===== config.mk =====
export PLATFORM = sky130hd
export DESIGN_NAME = user_channel_monitor
export DESIGN_NICKNAME = d
export VERILOG_FILES = /design/src/rtl/user_monitor_pkg.sv /design/src/rtl/channel_word_decode.sv /design/src/rtl/user_channel_monitor.sv
export SDC_FILE = /design/constraint.sdc
export NUM_CORES = 2
export LEC_CHECK = 0
export ABC_AREA = 1
export CORE_MARGIN = 2
export CORE_UTILIZATION = 50
export DETAILED_ROUTE_END_ITERATION = 8
export PLACE_DENSITY = 0.7
export SKIP_CTS_REPAIR_TIMING = 1
export SYNTH_ARGS = -nofsm -noshare
export SYNTH_HDL_FRONTEND = slang
export SYNTH_HIERARCHICAL = 1
export SYNTH_SLANG_ARGS = --single-unit

===== constraint.sdc =====
create_clock -name clk -period 40.6 [get_ports clk]
set_input_delay 8.12 -clock clk [delete_from_list [all_inputs] [get_ports clk]]
set_output_delay 8.12 -clock clk [all_outputs]
set_load 0.05 [all_outputs]

===== src/rtl/user_monitor_pkg.sv =====
// rtl/user_monitor_pkg.sv - shared widths and types for the user channel monitor
package user_monitor_pkg;

    // Channel index carried per slot on the tag stream
    localparam int CHAN_W     = 5;
    // Tag time per slot, units of 1/3 ps
    localparam int TAGTIME_W  = 64;
    // Width of a per-channel, per-word event count (covers WORD_WIDTH up to 255)
    localparam int WORD_CNT_W = 8;

    typedef logic [WORD_CNT_W-1:0] word_cnt_t;

endpackage


===== src/rtl/channel_word_decode.sv =====
// rtl/channel_word_decode.sv - stage 1: per-channel rising-event count and last-state select for one stream word
module channel_word_decode
    import user_monitor_pkg::*;
#(
    parameter int WORD_WIDTH   = 4,
    parameter int NUM_CHANNELS = 8
) (
    input  logic                              clk,
    input  logic                              rst,
    input  logic                              tvalid,
    input  logic [CHAN_W*WORD_WIDTH-1:0]      channel,
    input  logic [WORD_WIDTH-1:0]             rising,
    input  logic [WORD_WIDTH-1:0]             tkeep,
    output logic                              valid_q,
    output word_cnt_t [NUM_CHANNELS-1:0]      rise_cnt,
    output logic [NUM_CHANNELS-1:0]           hit,
    output logic [NUM_CHANNELS-1:0]           last_state,
    output logic                              any_hit,
    output word_cnt_t                         ign_cnt
);

    word_cnt_t [NUM_CHANNELS-1:0] rise_cnt_n;
    logic [NUM_CHANNELS-1:0]      hit_n;
    logic [NUM_CHANNELS-1:0]      last_n;
    word_cnt_t                    ign_n;
    logic [CHAN_W-1:0]            slot_ch;

    // Walk slots in ascending order so the highest accepted slot sets the channel's last state
    always_comb begin
        rise_cnt_n = '0;
        hit_n      = '0;
        last_n     = '0;
        ign_n      = '0;
        slot_ch    = '0;
        for (int i = 0; i < WORD_WIDTH; i++) begin
            slot_ch = channel[i*CHAN_W +: CHAN_W];
            if (tvalid && tkeep[i]) begin
                if ({1'b0, slot_ch} >= 6'(NUM_CHANNELS)) begin
                    ign_n = ign_n + word_cnt_t'(1);
                end else begin
                    for (int c = 0; c < NUM_CHANNELS; c++) begin
                        if (slot_ch == CHAN_W'(c)) begin
                            hit_n[c]  = 1'b1;
                            last_n[c] = rising[i];
                            if (rising[i]) begin
                                rise_cnt_n[c] = rise_cnt_n[c] + word_cnt_t'(1);
                            end
                        end
                    end
                end
            end
        end
    end

    // Stage-1 register; cleared on reset so in-flight words are dropped
    always_ff @(posedge clk or posedge rst) begin
        if (rst) begin
            valid_q    <= 1'b0;
            rise_cnt   <= '0;
            hit        <= '0;
            last_state <= '0;
            any_hit    <= 1'b0;
            ign_cnt    <= '0;
        end else begin
            valid_q    <= tvalid;
            rise_cnt   <= rise_cnt_n;
            hit        <= hit_n;
            last_state <= last_n;
            any_hit    <= |hit_n;
            ign_cnt    <= ign_n;
        end
    end

endmodule


===== src/rtl/user_channel_monitor.sv =====
// rtl/user_channel_monitor.sv - per-channel gated rising-edge counters, level and activity monitor
module user_channel_monitor
    import user_monitor_pkg::*;
#(
    parameter int WORD_WIDTH   = 4,
    parameter int NUM_CHANNELS = 8,
    parameter int CNT_WIDTH    = 32,
    parameter int GATE_CYCLES  = 31250000,
    parameter int HOLD_CYCLES  = 62500000
) (
    input  logic                                 clk,
    input  logic                                 rst,
    input  logic                                 s_axis_tvalid,
    output logic                                 s_axis_tready,
    input  logic [TAGTIME_W*WORD_WIDTH-1:0]      s_axis_tagtime,
    input  logic [CHAN_W*WORD_WIDTH-1:0]         s_axis_channel,
    input  logic [WORD_WIDTH-1:0]                s_axis_rising_edge,
    input  logic [WORD_WIDTH-1:0]                s_axis_tkeep,
    input  logic [$clog2(NUM_CHANNELS+1)-1:0]    rd_addr,
    output logic [CNT_WIDTH-1:0]                 rd_data,
    output logic                                 gate_done,
    output logic [NUM_CHANNELS-1:0]              level,
    output logic                                 activity
);

    localparam int AW = $clog2(NUM_CHANNELS + 1);
    localparam int GW = $clog2(GATE_CYCLES + 1);
    localparam int HW = $clog2(HOLD_CYCLES + 1);
    localparam int SW = CNT_WIDTH + WORD_CNT_W;

    // Saturating add of a per-word count onto a counter
    function automatic logic [CNT_WIDTH-1:0] sat_add(input logic [CNT_WIDTH-1:0] a, input word_cnt_t b);
        logic [SW-1:0] s;
        s = {{WORD_CNT_W{1'b0}}, a} + {{CNT_WIDTH{1'b0}}, b};
        if (s[SW-1:CNT_WIDTH] != '0) begin
            return '1;
        end
        return s[CNT_WIDTH-1:0];
    endfunction

    logic                         s1_valid;
    word_cnt_t [NUM_CHANNELS-1:0] s1_rise_cnt;
    logic [NUM_CHANNELS-1:0]      s1_hit;
    logic [NUM_CHANNELS-1:0]      s1_last;
    logic                         s1_any;
    word_cnt_t                    s1_ign;

    logic [CNT_WIDTH-1:0] live    [NUM_CHANNELS];
    logic [CNT_WIDTH-1:0] latched [NUM_CHANNELS];
    logic [CNT_WIDTH-1:0] ign_live;
    logic [CNT_WIDTH-1:0] ign_latched;
    logic [CNT_WIDTH-1:0] rd_mux;
    logic [GW-1:0]        gate_cnt;
    logic                 gate_last;
    logic [HW-1:0]        hold_cnt;
    logic [HW-1:0]        hold_next;
    logic                 unused_tagtime;

    assign s_axis_tready  = 1'b1;
    assign unused_tagtime = ^s_axis_tagtime;
    assign gate_last      = (gate_cnt == GW'(GATE_CYCLES - 1));

    channel_word_decode #(
        .WORD_WIDTH   (WORD_WIDTH),
        .NUM_CHANNELS (NUM_CHANNELS)
    ) u_decode (
        .clk        (clk),
        .rst        (rst),
        .tvalid     (s_axis_tvalid),
        .channel    (s_axis_channel),
        .rising     (s_axis_rising_edge),
        .tkeep      (s_axis_tkeep),
        .valid_q    (s1_valid),
        .rise_cnt   (s1_rise_cnt),
        .hit        (s1_hit),
        .last_state (s1_last),
        .any_hit    (s1_any),
        .ign_cnt    (s1_ign)
    );

    // Stage 2: fold each word into live counters; at the window's last cycle the word goes straight into the snapshot
    always_ff @(posedge clk or posedge rst) begin
        if (rst) begin
            for (int c = 0; c < NUM_CHANNELS; c++) begin
                live[c]    <= '0;
                latched[c] <= '0;
            end
            ign_live    <= '0;
            ign_latched <= '0;
            gate_cnt    <= '0;
            gate_done   <= 1'b0;
        end else begin
            gate_done <= gate_last;
            gate_cnt  <= gate_last ? '0 : gate_cnt + GW'(1);
            for (int c = 0; c < NUM_CHANNELS; c++) begin
                if (gate_last) begin
                    latched[c] <= sat_add(live[c], s1_rise_cnt[c]);
                    live[c]    <= '0;
                end else begin
                    live[c]    <= sat_add(live[c], s1_rise_cnt[c]);
                end
            end
            if (gate_last) begin
                ign_latched <= sat_add(ign_live, s1_ign);
                ign_live    <= '0;
            end else begin
                ign_live    <= sat_add(ign_live, s1_ign);
            end
        end
    end

    // Stage 2: channels touched by the word take their last-slot state, others hold
    always_ff @(posedge clk or posedge rst) begin
        if (rst) begin
            level <= '0;
        end else if (s1_valid) begin
            for (int c = 0; c < NUM_CHANNELS; c++) begin
                if (s1_hit[c]) begin
                    level[c] <= s1_last[c];
                end
            end
        end
    end

    // Hold timer reloads on any monitored event and otherwise runs down to zero
    always_comb begin
        hold_next = hold_cnt;
        if (s1_valid && s1_any) begin
            hold_next = HW'(HOLD_CYCLES);
        end else if (hold_cnt != '0) begin
            hold_next = hold_cnt - HW'(1);
        end
    end

    // Activity tracks the timer in the same cycle it is updated
    always_ff @(posedge clk or posedge rst) begin
        if (rst) begin
            hold_cnt <= '0;
            activity <= 1'b0;
        end else begin
            hold_cnt <= hold_next;
            activity <= (hold_next != '0);
        end
    end

    // Readout select: channel snapshots, then the ignored-event snapshot, zero beyond
    always_comb begin
        rd_mux = '0;
        for (int c = 0; c < NUM_CHANNELS; c++) begin
            if (rd_addr == AW'(c)) begin
                rd_mux = latched[c];
            end
        end
        if (rd_addr == AW'(NUM_CHANNELS)) begin
            rd_mux = ign_latched;
        end
    end

    // Registered readout, one cycle after the address
    always_ff @(posedge clk or posedge rst) begin
        if (rst) begin
            rd_data <= '0;
        end else begin
            rd_data <= rd_mux;
        end
    end

endmodule


==> After elaboration in Yosys (flattened, before gate mapping) <==
Cells that the tools add are included.
W data, S select, Z words.
{ "word_totals": {"ff_bits": 759, "inputBits": 291, "out_inout_bits": 43} }
{ "classes": {"n_addsub": 38, "magnitude_cmp": 4, "eq_ne": 37, "muxes": 228, "reduce_logical": 30} }
{ "ops": {"columns": ["cell", "n"], "rows": [
  ["$mux W32", 45],
  ["$mux W8", 79],
  ["$mux W64", 8],
  ["$add A32 B8 Y33", 9],
  ["$add A8 B1 Y8 const B", 27],
  ["$mux W1", 93],
  ["$eq A5 B3 Y1 const B", 16],
  ["$reduce_bool A8 Y1", 9],
  ["$mux W26", 2],
  ["$reduce_bool A26 Y1", 2],
  ["$eq A5 B2 Y1 const B", 8],
  ["$sub A26 B1 Y26 const B", 1],
  ["$add A25 B1 Y25 const B", 1],
  ["$eq A25 B25 Y1 const B", 1],
  ["$mux W25", 1],
  ["$eq A5 B1 Y1 const B", 4],
  ["$ge A5 B4 Y1 const B", 4],
  ["$logic_not A5 Y1", 4],
  ["$eq A4 B3 Y1 const B", 4],
  ["$reduce_and A2 Y1", 8],
  ["$eq A4 B2 Y1 const B", 2],
  ["$reduce_or A8 Y1", 1],
  ["$logic_and A1 B1 Y1", 5],
  ["$eq A4 B1 Y1 const B", 1],
  ["other kinds (2)", 2]
]} }

==> Longest topological paths before layout <==
{ "depth": {"word_depth": 19, "mapped_depth": 18} }

==> Modules after synthesis <==
Netlist, hierarchy kept.
{ "by_module_without_submodules": {"columns": ["mod", "n_inst", "cells_per_inst", "area_per_inst_um2", "seq_area_each_um2"], "rows": [
  ["user_channel_monitor", 1, 4987, 36811.6, 16741.1],
  ["channel_word_decode", 1, 566, 3960.0, 1351.3]
]} }

==> Worst setup path after synthesis <==
Ideal clock, no wire load.
{ "synth_path": {"kind": "input -> register", "from": "in s_axis_channel[3]", "to": "reg u_decode/rise_cnt[33] in the netlist's numbering", "setup_ps": 126, "t_arrival_ps": 9883, "slack_ps": 30591, "path_stages": 14, "path_buffers": 0, "path_cell_list": "nor2_1 > nand3_2 > nor2_1 > ha_1 > inv_1 > nand2_1 > nand2_2 > clkinv_1 > ha_1 > nand2_1 > nand2_1 > ha_1 > nor2_1 > a31oi_1"} }
{ "synth_rtl": {"columns": ["item", "line_no", "text"], "rows": [
  ["from (decl)", "user_channel_monitor.sv:16", "input logic [CHAN_W*WORD_WIDTH-1:0] s_axis_channel,"],
  ["to (signal assigned)", "channel_word_decode.sv:66", "rise_cnt <= rise_cnt_n;"],
  ["to (decl)", "channel_word_decode.sv:15", "output word_cnt_t [NUM_CHANNELS-1:0] rise_cnt,"]
]} }

==> Worst setup path after layout <==
{ "layout_path": {"from": "in rd_addr[1]", "to": "reg rd_data[25]"} }
{ "layout_between": {"elab_chain_len": 10} }
{ "layout_rtl": {"columns": ["item", "line_no", "text"], "rows": [
  ["from (decl)", "user_channel_monitor.sv:19", "input logic [$clog2(NUM_CHANNELS+1)-1:0] rd_addr,"],
  ["$logic_not A4 Y1", "user_channel_monitor.sv:150", "if (rd_addr == AW'(c)) begin"],
  ["$mux W32 (8 in series)", "user_channel_monitor.sv:150", null],
  ["$mux W32 *", "user_channel_monitor.sv:154", "if (rd_addr == AW'(NUM_CHANNELS)) begin"],
  ["net rd_mux[25]", "user_channel_monitor.sv:52", "logic [CNT_WIDTH-1:0] rd_mux;"],
  ["to (signal assigned)", "user_channel_monitor.sv:164", "rd_data <= rd_mux;"],
  ["to (decl)", "user_channel_monitor.sv:20", "output logic [CNT_WIDTH-1:0] rd_data,"]
]} }
The timed path passes the listed nets; every way through them passes the cells marked *.
A chain may end at the register's enable or synchronous reset.

==> flow_metrics.env <==
export IMPL_status="completed"
export IMPL_placed_cell_area_sq_um=42200
export IMPL_irDropWorstVdd_v=0.0000425
export IMPL_area_delta_synth_final_pct=10.5
export IMPL_fin_setup_tns_ns=0
export IMPL_via_per_inst=5.38
export IMPL_crit_fanout=32
export IMPL_drv_slew=0
export IMPL_cts_clk_slew_worst_paths_ns=0.06
export IMPL_synth_xor_area_share=0.0273
export IMPL_antenna_found_initial=2
export IMPL_clockBufferDepth=3
export IMPL_dp_hpwl_microns=81300
export IMPL_hold_viol=0
export IMPL_dieArea_sq_um=83800
export IMPL_synth_top_area_cell="dfrtp_1"
export IMPL_final_nets=5981
export IMPL_worst_slew_pin_slew_ns=1.29
export IMPL_final_common_cell="nand2_1"
export IMPL_cts_tree="done"
export IMPL_grt_max_degree=147
export IMPL_cp_start_kind="primary input"
export IMPL_drt_first_iter_violations=2831
export IMPL_firstDrtPassIters=6
export IMPL_async_flop_share=1.00
export IMPL_setup_worst_path_class="primary input to flop"
export IMPL_seq_area_frac_synth=0.444
export IMPL_port_buffers=76
export IMPL_max_freq_mhz=88.9
export IMPL_post_route_period_util=0.277
export IMPL_h_tree_depth=3
export IMPL_gp_congestion=0.951
export IMPL_slew_headroom=0.115
export IMPL_via_count=36100
export IMPL_fin_area_sq_um=45100
export IMPL_dp_cells=6557
export IMPL_skew_ns=0.0209
export IMPL_syn_area_sq_um=40800
export IMPL_coreArea_sq_um=80700
export IMPL_ant_nets=0
export IMPL_fin_hold_ws_ns=0.458
export IMPL_yosysTopAreaCellShare=0.444
export IMPL_wl_per_cell_microns=17.1
export IMPL_required_ns=41.17
export IMPL_drt_total_wl_microns=115000
export IMPL_initial_core_util=0.505
export IMPL_end_kind="flop"
export IMPL_clkSinkCount=723
export IMPL_synth_fa_ha_area_frac=0.0351
export IMPL_grt_overflow=0
export IMPL_critical_path_arrival_ns=11.81
export IMPL_instances_no_fill=6701
export IMPL_p_leak_nw=23.3
export IMPL_rows=104
export IMPL_grt_pass1_vias=34900
export IMPL_grt_usage=0.278
export IMPL_syn_inst=5553
export IMPL_hold_class="flop to flop"
export IMPL_setup_violations=0
export IMPL_cts_buffers=82
export IMPL_fill_cells=7626
export IMPL_fin_crit_ns=11.25
export IMPL_synth_edf_count=0
export IMPL_cap_violations=0
export IMPL_cts_root_buffer="clkbuf_16"
export IMPL_synth_top_family_by_area="simple AND/OR/NAND/NOR gates"
export IMPL_synth_main_ff_cell="dfrtp_1"
export IMPL_synth_seq_cells=723
export IMPL_yosys_area_share_simple=0.319
export IMPL_rsz0062_at_grt="no"
export IMPL_ios=334
export IMPL_synthMuxAreaShare=0
export IMPL_drive_above_1_share=0.0559
export IMPL_layout_common_cells="1740 x nand2_1, 771 x inv_1, 723 x dfrtp_1"
export IMPL_drc_errors=0
export IMPL_ys_warn_count=6
export IMPL_clock_latency_ns=0.64
export IMPL_die_x_microns=290
export IMPL_yosysUniqueCellTypes=61
export IMPL_die_h_microns=290
export IMPL_grt_pass1_wl_microns=185000
export IMPL_synth_compound_area_share=0.0769
export IMPL_powerDensity_nw_per_um2=47.3
export IMPL_syn_avg_cell_area_sq_um=7.34
export IMPL_synthTopCellsByArea="dfrtp_1 44%, nand2_1 16%, inv_1 7.1%"
worst max-delay path, stage by stage:
cell and delay (ns):
clkdlybuf4s50_1 0.60, nor2_2 0.36, buf_4 0.48, nand2_1 0.63, o21ai_0 0.71, a21oi_1 0.19
o2111ai_1 0.18, o21ai_0 0.32, nand4_1 0.20
where the power goes:
part / internal (mW) / switching [mW]
Clock: 0.461 / 0.315
Sequential: 0.795 / 0.0467
Combinational: 0.174 / 0.337
Total: 1.43 / 0.699
layer usage:
layer	global-route usage	up-vias	wire, microns
met4	0.110	2	4760
li1	-	17600	-
met5	0	-	9
met2	0.456	1086	53000
met3	0.0369	275	7180
met1	0.375	17100	49600
worst paths after layout:
kind                             startpoint      endpoint  slack [ns]  cells after the start
worst min-delay path            gate_cnt[0]   gate_cnt[0]        0.46                      1
worst min register to register  gate_cnt[0]   gate_cnt[0]        0.46                      1
worst max register to register  gate_cnt[0]  latched[248]       36.63                     10
worst max-delay path             rd_addr[1]   rd_data[25]       29.35                      9
min in group asynchronous               rst      level[7]        8.00                      2
max in group asynchronous               rst  latched[126]       29.60                      5
cell families after synthesis:
family,count (synthesis)
adder cells (fa/ha/maj),109
AO/OA/AOI/OAI,570
other,2
XOR/XNOR,127
buffers and inverters,986
flip-flops,723
AND/OR/NAND/NOR,3036
through the flow:
stage	setup WS, ns	power, mW	util
after floorplan	13.73	1.23	-
after global placement	28.73	1.34	0.524
after detailed placement	28.69	1.35	0.524
after CTS	29.39	2.13	0.558
after global routing	28.99	2.25	0.558
final	29.35	2.13	0.558
Yosys cell counts, drive strengths merged, types with 5 or more instances:
cell and count:
a31oi 58, nand4 132, nor3b 5, nand3b 24
o211ai 6, xor2 79, fa 9, a21o 12
inv 783, xnor2 48, o2111ai 14, nand3 419
clkbuf 90, nor2 521, nor3 78, nand2 1752
or2 71, a21oi 155, nor4 25, dfrtp 723
o22ai 5, o21ai 293, a21boi 13, ha 100
buf 109
flip-flops by register name (all words and copies together) (netlist names):
signal,flops
latched,256
live,256
ign_latched,32
ign_live,32
rd_data,32
u_decode/rise_cnt,32
hold_cnt,26
gate_cnt,25
level,8
u_decode/hit,8
u_decode/last_state,8
u_decode/ign_cnt,4
activity,1
gate_done,1
u_decode/any_hit,1
u_decode/valid_q,1
cell type report:
type	instances	area [sq um]	share of cell area
Antenna cell	1	2.50	0.0000555
Clock buffer	113	2360	0.0524
Clock inverter	30	450	0.0100
Inverter	787	2970	0.0660
Multi-Input combinational cell	3879	18800	0.418
Sequential cell	723	18100	0.402
Tap cell	1060	1330	0.0294
Timing Repair Buffer	108	1010	0.0225
No activity file was read; power rests on OpenSTA's default activity.
